`src/rtl/dmem_access_unit_if.sv`:
```
// Bundles the MEM-stage request inputs, the data-cache port and the MEM/WB-facing results of dmem_access_unit.
// The slave modport is the access unit; the master modport is its environment (pipeline plus cache).
interface dmem_access_unit_if;
   logic        mem_valid;
   logic        mem_read_op;
   logic        mem_write_op;
   logic [2:0]  funct3;
   logic [31:0] addr;
   logic [31:0] store_data;
   logic        pipe_advance;
   logic [31:0] dmem_rdata;
   logic        dmem_resp;
   logic        dmem_read;
   logic        dmem_write;
   logic [31:0] dmem_address;
   logic [31:0] dmem_wdata;
   logic [3:0]  dmem_mbe;
   logic [31:0] mem_data_out;
   logic        mem_stall;
   logic        misalign;

   modport slave (
      input  mem_valid, mem_read_op, mem_write_op, funct3, addr, store_data,
      input  pipe_advance, dmem_rdata, dmem_resp,
      output dmem_read, dmem_write, dmem_address, dmem_wdata, dmem_mbe,
      output mem_data_out, mem_stall, misalign
   );

   modport master (
      output mem_valid, mem_read_op, mem_write_op, funct3, addr, store_data,
      output pipe_advance, dmem_rdata, dmem_resp,
      input  dmem_read, dmem_write, dmem_address, dmem_wdata, dmem_mbe,
      input  mem_data_out, mem_stall, misalign
   );
endinterface

```
`src/rtl/dmem_access_unit.sv`:
```
// MEM-stage data access: issues cache loads/stores, formats load data, stalls until the cache responds.
// Result lands in the resp cycle (zero extra cycles on a zero-wait cache); a resp under pipe_advance=0 is parked in HOLD.
module dmem_access_unit (
   input  logic              clk,
   input  logic              rst,
   dmem_access_unit_if.slave bus
);
   localparam logic [1:0] IDLE = 2'd0;
   localparam logic [1:0] WAIT = 2'd1;
   localparam logic [1:0] HOLD = 2'd2;

   logic [1:0]  state_q, state_d;
   logic [31:0] hold_q, hold_d;

   logic [1:0]  b;
   logic        access, is_word, is_half, misal, op, in_req;
   logic        rd_req, wr_req, resp_fire;
   logic [31:0] rdata_shift;
   logic [7:0]  ld_byte;
   logic [15:0] ld_half;
   logic [31:0] ld_fmt;
   logic [3:0]  mbe;
   logic [31:0] data_out;

   assign b = bus.addr[1:0];

   always_comb begin
      is_word   = bus.funct3[1];
      is_half   = ~bus.funct3[1] & bus.funct3[0];
      access    = bus.mem_valid & (bus.mem_read_op | bus.mem_write_op);
      misal     = access & ((is_word & (b != 2'b00)) | (is_half & b[0]));
      op        = access & ~misal;
      // HOLD already owns a completed access, so the same instruction is never re-requested
      in_req    = (state_q == IDLE) || (state_q == WAIT);
      rd_req    = op & in_req & bus.mem_read_op;
      wr_req    = op & in_req & ~bus.mem_read_op & bus.mem_write_op;
      resp_fire = (rd_req | wr_req) & bus.dmem_resp;
   end

   always_comb begin
      rdata_shift = bus.dmem_rdata >> {b, 3'b000};
      ld_byte     = rdata_shift[7:0];
      ld_half     = bus.addr[1] ? bus.dmem_rdata[31:16] : bus.dmem_rdata[15:0];
      case (bus.funct3)
         3'b000:  ld_fmt = {{24{ld_byte[7]}}, ld_byte};
         3'b100:  ld_fmt = {24'b0, ld_byte};
         3'b001:  ld_fmt = {{16{ld_half[15]}}, ld_half};
         3'b101:  ld_fmt = {16'b0, ld_half};
         default: ld_fmt = bus.dmem_rdata;
      endcase
   end

   always_comb begin
      mbe = 4'b0000;
      if (wr_req) begin
         case (bus.funct3[1:0])
            2'b00:   mbe = 4'b0001 << b;
            2'b01:   mbe = 4'b0011 << b;
            default: mbe = 4'b1111;
         endcase
      end
   end

   always_comb begin
      data_out = 32'b0;
      if (resp_fire && rd_req) begin
         data_out = ld_fmt;
      end else if (state_q == HOLD) begin
         data_out = hold_q;
      end
   end

   always_comb begin
      hold_d = hold_q;
      if (resp_fire) begin
         hold_d = rd_req ? ld_fmt : 32'b0;
      end
   end

   always_comb begin
      state_d = state_q;
      case (state_q)
         IDLE, WAIT: begin
            if (rd_req || wr_req) begin
               if (bus.dmem_resp) state_d = bus.pipe_advance ? IDLE : HOLD;
               else               state_d = WAIT;
            end else begin
               state_d = IDLE;
            end
         end
         HOLD:    if (bus.pipe_advance) state_d = IDLE;
         default: state_d = IDLE;
      endcase
   end

   always_ff @(posedge clk) begin
      if (rst) begin
         state_q <= IDLE;
         hold_q  <= 32'b0;
      end else begin
         state_q <= state_d;
         hold_q  <= hold_d;
      end
   end

   assign bus.dmem_read    = rd_req;
   assign bus.dmem_write   = wr_req;
   assign bus.dmem_address = {bus.addr[31:2], 2'b00};
   assign bus.dmem_wdata   = wr_req ? (bus.store_data << {b, 3'b000}) : 32'b0;
   assign bus.dmem_mbe     = mbe;
   assign bus.mem_data_out = data_out;
   assign bus.mem_stall    = (rd_req | wr_req) & ~bus.dmem_resp;
   assign bus.misalign     = misal;
endmodule

```
`src/flat_wrapper.sv`:
```
// flat-port wrapper written by rule: the top's interface ports become plain ports
module dmem_access_unit_flat 
  (clk, rst, bus_mem_valid, bus_mem_read_op, bus_mem_write_op, bus_funct3, bus_addr, bus_store_data, bus_pipe_advance, bus_dmem_rdata, bus_dmem_resp, bus_dmem_read, bus_dmem_write, bus_dmem_address, bus_dmem_wdata, bus_dmem_mbe, bus_mem_data_out, bus_mem_stall, bus_misalign);
  dmem_access_unit_if bus_i ();
  input  logic clk;
  input  logic rst;
  input wire logic [$bits(bus_i.mem_valid)-1:0] bus_mem_valid;
  input wire logic [$bits(bus_i.mem_read_op)-1:0] bus_mem_read_op;
  input wire logic [$bits(bus_i.mem_write_op)-1:0] bus_mem_write_op;
  input wire logic [$bits(bus_i.funct3)-1:0] bus_funct3;
  input wire logic [$bits(bus_i.addr)-1:0] bus_addr;
  input wire logic [$bits(bus_i.store_data)-1:0] bus_store_data;
  input wire logic [$bits(bus_i.pipe_advance)-1:0] bus_pipe_advance;
  input wire logic [$bits(bus_i.dmem_rdata)-1:0] bus_dmem_rdata;
  input wire logic [$bits(bus_i.dmem_resp)-1:0] bus_dmem_resp;
  output wire logic [$bits(bus_i.dmem_read)-1:0] bus_dmem_read;
  output wire logic [$bits(bus_i.dmem_write)-1:0] bus_dmem_write;
  output wire logic [$bits(bus_i.dmem_address)-1:0] bus_dmem_address;
  output wire logic [$bits(bus_i.dmem_wdata)-1:0] bus_dmem_wdata;
  output wire logic [$bits(bus_i.dmem_mbe)-1:0] bus_dmem_mbe;
  output wire logic [$bits(bus_i.mem_data_out)-1:0] bus_mem_data_out;
  output wire logic [$bits(bus_i.mem_stall)-1:0] bus_mem_stall;
  output wire logic [$bits(bus_i.misalign)-1:0] bus_misalign;
  assign bus_i.mem_valid = bus_mem_valid;
  assign bus_i.mem_read_op = bus_mem_read_op;
  assign bus_i.mem_write_op = bus_mem_write_op;
  assign bus_i.funct3 = bus_funct3;
  assign bus_i.addr = bus_addr;
  assign bus_i.store_data = bus_store_data;
  assign bus_i.pipe_advance = bus_pipe_advance;
  assign bus_i.dmem_rdata = bus_dmem_rdata;
  assign bus_i.dmem_resp = bus_dmem_resp;
  assign bus_dmem_read = bus_i.dmem_read;
  assign bus_dmem_write = bus_i.dmem_write;
  assign bus_dmem_address = bus_i.dmem_address;
  assign bus_dmem_wdata = bus_i.dmem_wdata;
  assign bus_dmem_mbe = bus_i.dmem_mbe;
  assign bus_mem_data_out = bus_i.mem_data_out;
  assign bus_mem_stall = bus_i.mem_stall;
  assign bus_misalign = bus_i.misalign;
  dmem_access_unit u_core (.clk(clk), .rst(rst), .bus(bus_i));
endmodule
```
`config.mk`:
```
export PLATFORM = sky130hd
export DESIGN_NAME = dmem_access_unit_flat
export DESIGN_NICKNAME = d
export VERILOG_FILES = /design/src/rtl/dmem_access_unit_if.sv /design/src/rtl/dmem_access_unit.sv /design/src/flat_wrapper.sv
export SDC_FILE = /design/constraint.sdc
export NUM_CORES = 1
export LEC_CHECK = 0
export ABC_CLOCK_PERIOD_IN_PS = 2860
export BUFFER_PORTS_ARGS = -buffer_cell sky130_fd_sc_hd__clkbuf_2
export CORE_MARGIN = 1.5
export CORE_UTILIZATION = 33
export CTS_BUF_LIST = sky130_fd_sc_hd__clkbuf_2 sky130_fd_sc_hd__clkbuf_4 sky130_fd_sc_hd__clkbuf_8
export DETAILED_ROUTE_END_ITERATION = 7
export GPL_TIMING_DRIVEN = 0
export PLACE_DENSITY = 0.69
export SLEW_MARGIN = 20
export SYNTH_ARGS = -nofsm -noshare
export SYNTH_HDL_FRONTEND = slang
export SYNTH_SLANG_ARGS = --single-unit
```
`constraint.sdc`:
```
create_clock -name clk -period 2.86 [get_ports clk]
set_clock_uncertainty 0.1 [all_clocks]
set_input_delay 0.429 -clock clk [delete_from_list [all_inputs] [get_ports clk]]
set_output_delay 0.429 -clock clk [all_outputs]
set_load 0.01 [all_outputs]
```
# [Yosys cells after proc, flatten, opt, wreduce, memory -nomap -nowiden]
# Index checks and enable logic that the tools add are counted.
[classes] n_addsub=0 n_mul=0 div=0 order_cmp=0 n_eq_ne=7 shift=4 n_mux=13 bitwise_logic=19 n_reduce_logical=8
[op_table] cell="two-way mux 32 bit" n=4
[op_table] cell="one-hot mux 32 bit (4 select lines)" n=1
[op_table] cell="<< shifter 32 x 5 -> 32 bit" n=1
[op_table] cell=">> shifter 32 x 5 -> 8 bit" n=1
[op_table] cell="two-way mux 16 bit" n=1
[op_table] cell="AND 1 bit" n=12
[op_table] cell="two-way mux 2 bit" n=4
[op_table] cell="one-hot mux 4 bit (2 select lines)" n=1
[op_table] cell="equality test 3 bit (second input constant)" n=2
[op_table] cell="equality test 2 x 1 -> 1 bit (second input constant)" n=2
[op_table] cell="logical NOT 2 bit" n=2
[op_table] cell="two-way mux 4 bit" n=1
[op_table] cell="NOT 1 bit" n=4
[op_table] cell="one-hot mux 2 bit (2 select lines)" n=1
[op_table] cell="<< shifter 1 x 2 -> 4 bit (first input constant)" n=1
[op_table] cell="<< shifter 2 x 2 -> 4 bit (first input constant)" n=1
[op_table] cell="equality test 3 x 1 -> 1 bit (second input constant)" n=1
[op_table] cell="logical NOT 3 bit" n=1
[op_table] cell="OR 1 bit" n=3
[op_table] cell="equality test 2 bit (second input constant)" n=1
[op_table] cell="logical OR 1 bit" n=2
[op_table] cell="inequality test 2 bit (second input constant)" n=1
[op_table] cell="nonzero test 2 bit" n=1
[op_table] cell="OR reduction 2 bit" n=1
[op_table] cell="logical AND 1 bit" n=1
[totals] register_bits=34 latchBits=0 ramBits=0 mem_bits_ro=0 inputBits=106 output_inout_bits=104 n_memories=0

# [Depth between registers and ports, before layout]
# Gate-level depths: netlist of the first run.
[depth] ltp_word=14 mapped_depth=7 mapped_depth_nobuf=4

# [Worst setup path before layout of the first run]
# No wires, ideal clock.
[synth_path] path_type="input port to output port" start="input port bus_addr[0]" end="output port bus_dmem_wdata[10]" t_arrival_ps=1631 slack_ps=700 stages=6 path_buffers=3 path_cell_list="buf_2 -> a21oi_2 -> o2111ai_1 -> buf_2 -> buf_2 -> nor3_1"
[synth_via] elab_chain_cells=10 word_cells_on_any_way=12
[synth_rtl] element="start, declared" line_no="flat_wrapper.sv:11" text="input wire logic [$bits(bus_i.addr)-1:0] bus_addr;"
[synth_rtl] element="nonzero test 2 bit" line_no="dmem_access_unit.sv:31" text="misal = access & ((is_word & (b != 2'b00)) | (is_half & b[0]));"
[synth_rtl] element="AND 1 bit" line_no="dmem_access_unit.sv:31"
[synth_rtl] element="OR 1 bit" line_no="dmem_access_unit.sv:31"
[synth_rtl] element="AND 1 bit" line_no="dmem_access_unit.sv:31"
[synth_rtl] element="NOT 1 bit" line_no="dmem_access_unit.sv:32" text="op = access & ~misal;"
[synth_rtl] element="AND 1 bit" line_no="dmem_access_unit.sv:32"
[synth_rtl] element="AND 1 bit (3 in a row)" line_no="dmem_access_unit.sv:36" text="wr_req = op & in_req & ~bus.mem_read_op & bus.mem_write_op;"
[synth_rtl] element="two-way mux 32 bit (*)" line_no="dmem_access_unit.sv:109" text="assign bus.dmem_wdata = wr_req ? (bus.store_data << {b, 3'b000}) : 32'b0;"
[synth_rtl] element="end, declared" line_no="flat_wrapper.sv:19" text="output wire logic [$bits(bus_i.dmem_wdata)-1:0] bus_dmem_wdata;"
# Every way passes the cells marked *; elsewhere a longest branch is shown, timed or not.

# [Worst setup path after layout of the first run]
[layout_path] start="input port bus_funct3[1]" end="output port bus_mem_data_out[23]"
[layout_via] elab_chain_cells=14 word_cells_on_any_way=21
[layout_rtl] element="start, declared" line_no="flat_wrapper.sv:10" text="input wire logic [$bits(bus_i.funct3)-1:0] bus_funct3;"
[layout_rtl] element="NOT 1 bit" line_no="dmem_access_unit.sv:29" text="is_half = ~bus.funct3[1] & bus.funct3[0];"
[layout_rtl] element="AND 1 bit" line_no="dmem_access_unit.sv:29"
[layout_rtl] element="AND 1 bit" line_no="dmem_access_unit.sv:31"
[layout_rtl] element="OR 1 bit" line_no="dmem_access_unit.sv:31"
[layout_rtl] element="AND 1 bit" line_no="dmem_access_unit.sv:31"
[layout_rtl] element="NOT 1 bit" line_no="dmem_access_unit.sv:32"
[layout_rtl] element="AND 1 bit" line_no="dmem_access_unit.sv:32"
[layout_rtl] element="AND 1 bit" line_no="dmem_access_unit.sv:35, dmem_access_unit.sv:36"
[layout_rtl] element="AND 1 bit (2 in a row)" line_no="dmem_access_unit.sv:36"
[layout_rtl] element="OR 1 bit" line_no="dmem_access_unit.sv:37" text="resp_fire = (rd_req | wr_req) & bus.dmem_resp;"
[layout_rtl] element="AND 1 bit" line_no="dmem_access_unit.sv:37"
[layout_rtl] element="logical AND 1 bit" line_no="dmem_access_unit.sv:66" text="if (resp_fire && rd_req) begin"
[layout_rtl] element="two-way mux 32 bit (*)" line_no="dmem_access_unit.sv:66"
[layout_rtl] element="end, declared" line_no="flat_wrapper.sv:21" text="output wire logic [$bits(bus_i.mem_data_out)-1:0] bus_mem_data_out;"
# Marks and branches as above.

==> results.ini, run 1 <==
[floorplan]
rows = 34
ios = 210
start_util = 0.345
die_h_um = 99.0
die_w_um = 99.0
core_area_mm2 = 0.00881
die_area_mm2 = 0.00980

[cts]
cts_resized = 0
cts_tree = built
cts_buffers = 5
htreeDepth = 2
hold_buffers = 0
cts_setup_buffers = 0
clk_latency_ps = 290
path_clk_slew_ps = 70
root_buffer = clkbuf_8
cts_num_sinks = 34
clk_path_buf_depth = 2

[power]
total_power_mw = 1.29
power_leakage_nw = 2.03
peakVddDrop_uv = 170
power_density_mw_per_mm2 = 311

[grt]
grtUsageTotal = 0.232
grt_max_degree = 11
grt_pass1_wl_um = 18300
grt_overflow_total = 0
antenna_found_initial = 0
grt_pass1_vias = 3584

[cells_and_area]
nFillCells = 931
syn_to_final_growth_pct = 36.1
drive_above_1_share = 0.464
design_area_mm2 = 0.00414
n_antenna_cell = 0
fin_util = 0.470
final_cell_count_no_fill = 670
multi_input_area_mm2 = 0.00194
seq_area_um2 = 681
final_nets = 669

[min_path]
hp-class = input pin to register
hold_path_depth = 2

[route]
drc = 10
wl_per_cell_um = 17.5
drtIter0Drc = 300
via_per_inst = 5.56
routed-via-count = 3726
firstDrtPassIters = 8
postRouteWirelength_um = 11700
ant_nets = 0

[placement]
dp_slack_ps = 348
io_buffer_count = 175
post-dp-hpwl_um = 9310
gp_congestion = 0.892
dpl_cell_area_mm2 = 0.00406
dp.cells = 664

[worst_setup_path]
arrival_ps = 2030
critPathCaptureType = output port
cp_max_fo = 10
crit_required_ps = 2330
cp-start-kind = input pin
r2r_slack_ps = 1120
path_class = input pin to output port
ff2ff_path_depth = 5

[sta]
hold_viol = 0
max-slew-margin-rel = 0.584
setup_tns_ps = 0
fmax_mhz = 391
drv_slew = 0
worst-slew-pin-transition_ps = 624
rsz0062_at_grt = no
layout_setup_ws_ps = 300
period_share = 0.895
fin_crit_ps = 2560
setup_viol = 0
hold_slack_ps = 206

[synth]
synth_top_area_frac = 0.224
async_reset_ff_frac = 0
netlist_instances = 380
synth_flop_cell = dfxtp_1
synth_cell_types = 41
synth.cell_area_mm2 = 0.00304
avgSynthCellArea_um2 = 8.00
synth_top_cells_by_area = dfxtp_1 (22%), a22o_1 (9.2%), buf_4 (7.9%), a32o_1 (5.9%), mux2i_1 (5.3%)
synth_edf_count = 0
yosysSeqAreaShare = 0.224
synth_seq_cells = 34
ys_warn_count = 0
yosys.area.top_type = dfxtp_1

[flow_run]
cap_viol_max_count = 0

[run_status]
violations = DRC
outcome = finished with violations

[cells in the mapped netlist, drive strengths merged (10+ instances only)]
| master | instances |
|---|---|
| buf | 55 |
| dfxtp | 34 |
| a22o | 32 |
| nand2 | 31 |
| o21ai | 26 |
| nor2 | 25 |
| a21oi | 21 |
| nor2b | 19 |
| a32o | 18 |
| mux2i | 17 |
| a211oi | 16 |
| nor3 | 12 |
| clkbuf | 11 |
| nand2b | 11 |
| and2 | 10 |
[cell type report]
class	instances	share of cell area
plain buffers	66	0.0979
clock buffers	6	0.0200
inverters	4	0.00363
multi-input cells	277	0.470
flip-flops and latches	34	0.164
well taps	108	0.0326
repair buffers	175	0.212
[flip-flops by register name, summed over array words and instances (netlist names)]
| name | count |
|---|---|
| u_core.hold_q | 32 |
| u_core.state_q | 2 |
[logic make-up after synthesis]
| kind of cell | Yosys count | synth area share |
|---|---|---|
| buffers and inverters | 70 | 0.138 |
| AO/OA/AOI/OAI | 139 | 0.363 |
| AND/OR/NAND/NOR | 110 | 0.181 |
| other | 1 | 0.00123 |
| multiplexers | 26 | 0.0930 |
| flip-flops | 34 | 0.224 |
[layer usage]
metal | up-vias | wire length, um | GRT usage
met1 | 1747 | 5050 | 0.316
met5 | - | 0 | 0
met2 | 198 | 5480 | 0.376
met3 | 31 | 860 | 0.0340
li1 | 1750 | - | -
met4 | 0 | 348 | 0.0802
[layout by cell type, fill, tap and decap left out, types with 2 or more instances in the layout]
| cell type | netlist | routed |
|---|---|---|
| a22o_1 | 32 | 32 |
| o21ai_1 | 3 | 3 |
| nand2_1 | 31 | 31 |
| and2_1 | 10 | 10 |
| nor2_1 | 23 | 23 |
| clkbuf_2 | 0 | 175 |
| mux2_4 | 2 | 2 |
| nor2b_1 | 18 | 18 |
| o21ai_0 | 12 | 12 |
| buf_1 | 3 | 3 |
| o2bb2ai_1 | 7 | 7 |
| inv_1 | 4 | 4 |
| a222oi_1 | 7 | 7 |
| dfxtp_1 | 34 | 34 |
| a21oi_1 | 19 | 19 |
| o21a_1 | 2 | 2 |
| conb_1 | 1 | 2 |
| buf_2 | 18 | 18 |
| clkbuf_1 | 11 | 11 |
| a21o_1 | 3 | 3 |
| mux2i_1 | 16 | 16 |
| mux2_2 | 7 | 7 |
| o21ai_2 | 11 | 11 |
| nand2b_1 | 11 | 11 |
| nor3_1 | 11 | 11 |
| buf_6 | 2 | 2 |
| a211oi_1 | 16 | 16 |
| nor2_2 | 2 | 2 |
| a21oi_2 | 2 | 2 |
| a221o_1 | 2 | 2 |
| a32o_1 | 18 | 18 |
| clkbuf_8 | 0 | 6 |
| buf_4 | 32 | 32 |
[power breakdown]
| group | switching [mW] | internal [mW] |
|---|---|---|
| clock network | 0.172 | 0.186 |
| registers | 0.00561 | 0.484 |
| logic | 0.250 | 0.192 |
| total | 0.427 | 0.862 |
[worst max-delay path, stage by stage]
cell and delay, ps:
clkbuf_2 180, clkbuf_1 370, clkbuf_1 480, nand2_1 190, o21ai_2 110, a22o_1 140
clkbuf_2 120
[path summary, 6_finish.rpt]
path                                         from                   end
worst min register to register   u_core.hold_q[6]      u_core.hold_q[6]
worst max register to register  u_core.state_q[1]      u_core.hold_q[9]
worst min-delay path             bus_pipe_advance     u_core.state_q[1]
worst max-delay path                bus_funct3[1]  bus_mem_data_out[23]
Power figures use the tool's default switching activity.
==> inputs of run 2 (changes only) <==
Settings changed: CORE_UTILIZATION 33 to 45, PLACE_DENSITY 0.69 to 0.89.
==> results.ini, run 2 (synthesis gave the netlist of run 1 again) <==
[run_status]
outcome = finished with violations
violations = DRC

[grt]
grt_overflow_total = 0  ; unchanged
grt_pass1_vias = 3438  ; -4.1%
grtUsageTotal = 0.288  ; +0.0551
grt_max_degree = 11  ; unchanged
grt_pass1_wl_um = 16800  ; -8.3%
antenna_found_initial = 0  ; unchanged

[cells_and_area]
top_register = u_core.hold_q
final_cell_count_no_fill = 640  ; -4.5%
final_common_cell = clkbuf_2
final_nets = 669  ; unchanged
mostFrequentLayoutCells = clkbuf_2 (175), dfxtp_1 (34), a22o_1 (32), buf_4 (32), nand2_1 (31)
syn_to_final_growth_pct = 34.8
drive_above_1_share = 0.465  ; +0.000951
n_antenna_cell = 0  ; unchanged
multi_input_area_mm2 = 0.00194  ; unchanged
largest_register_ffs = 32  ; unchanged
nFillCells = 581  ; -38%
reg_top3 = u_core.hold_q (32), u_core.state_q (2)
seq_area_um2 = 681  ; unchanged

[cts]
cts_buffers = 5  ; unchanged
clk_latency_ps = 300  ; about the same
root_buffer = clkbuf_8
cts_resized = 0  ; unchanged
cts_num_sinks = 34  ; unchanged
cts_setup_buffers = 0  ; unchanged
hold_buffers = 0  ; unchanged
cts_tree = built
clk_path_buf_depth = 2  ; unchanged
htreeDepth = 2  ; unchanged
path_clk_slew_ps = 70  ; about the same

[sta]
max-slew-margin-rel = 0.565  ; -0.0190
setup_viol = 0  ; unchanged
fmax_mhz = 396  ; +1.4%
drv_slew = 0  ; unchanged
hold_viol = 0  ; unchanged
rsz0062_at_grt = no
setup_tns_ps = 0  ; unchanged
fin_crit_ps = 2520  ; -36.6 ps
period_share = 0.882  ; -0.0128
worst-slew-pin-transition_ps = 653  ; +28.6 ps

[route]
routed-via-count = 3856  ; +3.5%
dr.max_layer_used = met4
firstDrtPassIters = 8  ; unchanged
routed-wl-met3_um = 1120  ; +30%
postRouteWirelength_um = 11200  ; -4.8%
met2WireLength_um = 5290  ; -3.5%
wl_met1_um = 4460  ; -12%
ant_nets = 0  ; unchanged
drtIter0Drc = 500  ; +67%
wl_per_cell_um = 17.5  ; -0.38%
via_per_inst = 6.03  ; +8.3%
drc = 15  ; +5

[placement]
dp.cells = 633  ; -4.7%
gp_congestion = 0.904  ; +1.3%
post-dp-hpwl_um = 8760  ; -6.0%
io_buffer_count = 175  ; unchanged

[worst_setup_path]
slowest_delay_ps = 430  ; -50 ps
cp_top_family = buffers and inverters
cp_max_fo = 10  ; unchanged
arrival_ps = 1990  ; -40 ps
cp_num_buf_inv = 4  ; unchanged
path_class = input pin to output port
critPathCaptureType = output port
cp_cell_sequence = clkbuf_2, clkbuf_1, clkbuf_1, nand2_1, o21ai_2, a22o_1, clkbuf_2
cp_slowest_cell = clkbuf_1
cp-start-kind = input pin
crit_required_ps = 2330  ; about the same

[min_path]
hp-class = input pin to register

[flow_run]
cap_viol_max_count = 0  ; unchanged

[power]
power_leakage_nw = 2.04  ; about the same
power_density_mw_per_mm2 = 316  ; +1.6%
peakVddDrop_uv = 167  ; -1.7%

[floorplan]
die_h_um = 85.2  ; -14%
rows = 29  ; -15%
start_util = 0.474  ; +0.128
core_area_mm2 = 0.00642  ; -27%
ios = 210  ; unchanged
die_w_um = 85.2  ; -14%
die_area_mm2 = 0.00726  ; -26%

[run 2: cell count changes in the layout (fill, tap and decap cells not counted), sizes merged]
cell / change
clkbuf: +1
[run 2: path summary, 6_finish.rpt]
kind	start	to	depth (start not counted)	slack, ps
max reg2reg	u_core.state_q[1]	u_core.hold_q[9]	5	1140
max	bus_funct3[1]	bus_mem_data_out[23]	7	340
min	bus_pipe_advance	u_core.state_q[1]	2	190
min reg2reg	u_core.hold_q[1]	u_core.hold_q[1]	1	370
[run 2: worst reg2reg max path: cells and delay by family, from the launching register on]
kind | cells | cell delay, ps
simple gates | 2 | 580
flops | 1 | 310
buf+inv | 1 | 320
compound gates | 2 | 350
[run 2: routing by layer]
metal  GRT usage  up-vias
met2       0.484      281
li1            -     1747
met5           0        -
met1       0.370     1790
met4       0.113        0
met3      0.0428       38
[run 2: per-stage QoR]
step	hold WS [ps]	total power, mW	cell area (um2)	util	setup slack, ps
2_1_floorplan	332	0.770	3050	-	700
3_3_place_gp	344	0.916	4020	0.626	413
3_5_place_dp	350	0.929	4020	0.626	391
4_1_cts	206	1.28	4100	0.639	389
5_1_grt	217	1.34	4100	0.639	226
6_report	195	1.30	4100	0.639	336
[run 2: area by class of cell]
class | instances | area share
buffer | 66 | 0.0988
clock buffer | 7 | 0.0204
inverter | 4 | 0.00366
multi-input combinational | 277 | 0.474
sequential | 34 | 0.166
tap | 77 | 0.0235
timing repair buffer | 175 | 0.214
[run 2: report_power, final]
part	switching [mW]	leakage [nW]	internal (mW)
Combinational	0.249	1.72	0.192
Sequential	0.00593	0.275	0.484
Clock	0.180	0.0452	0.187
Total	0.435	2.04	0.863
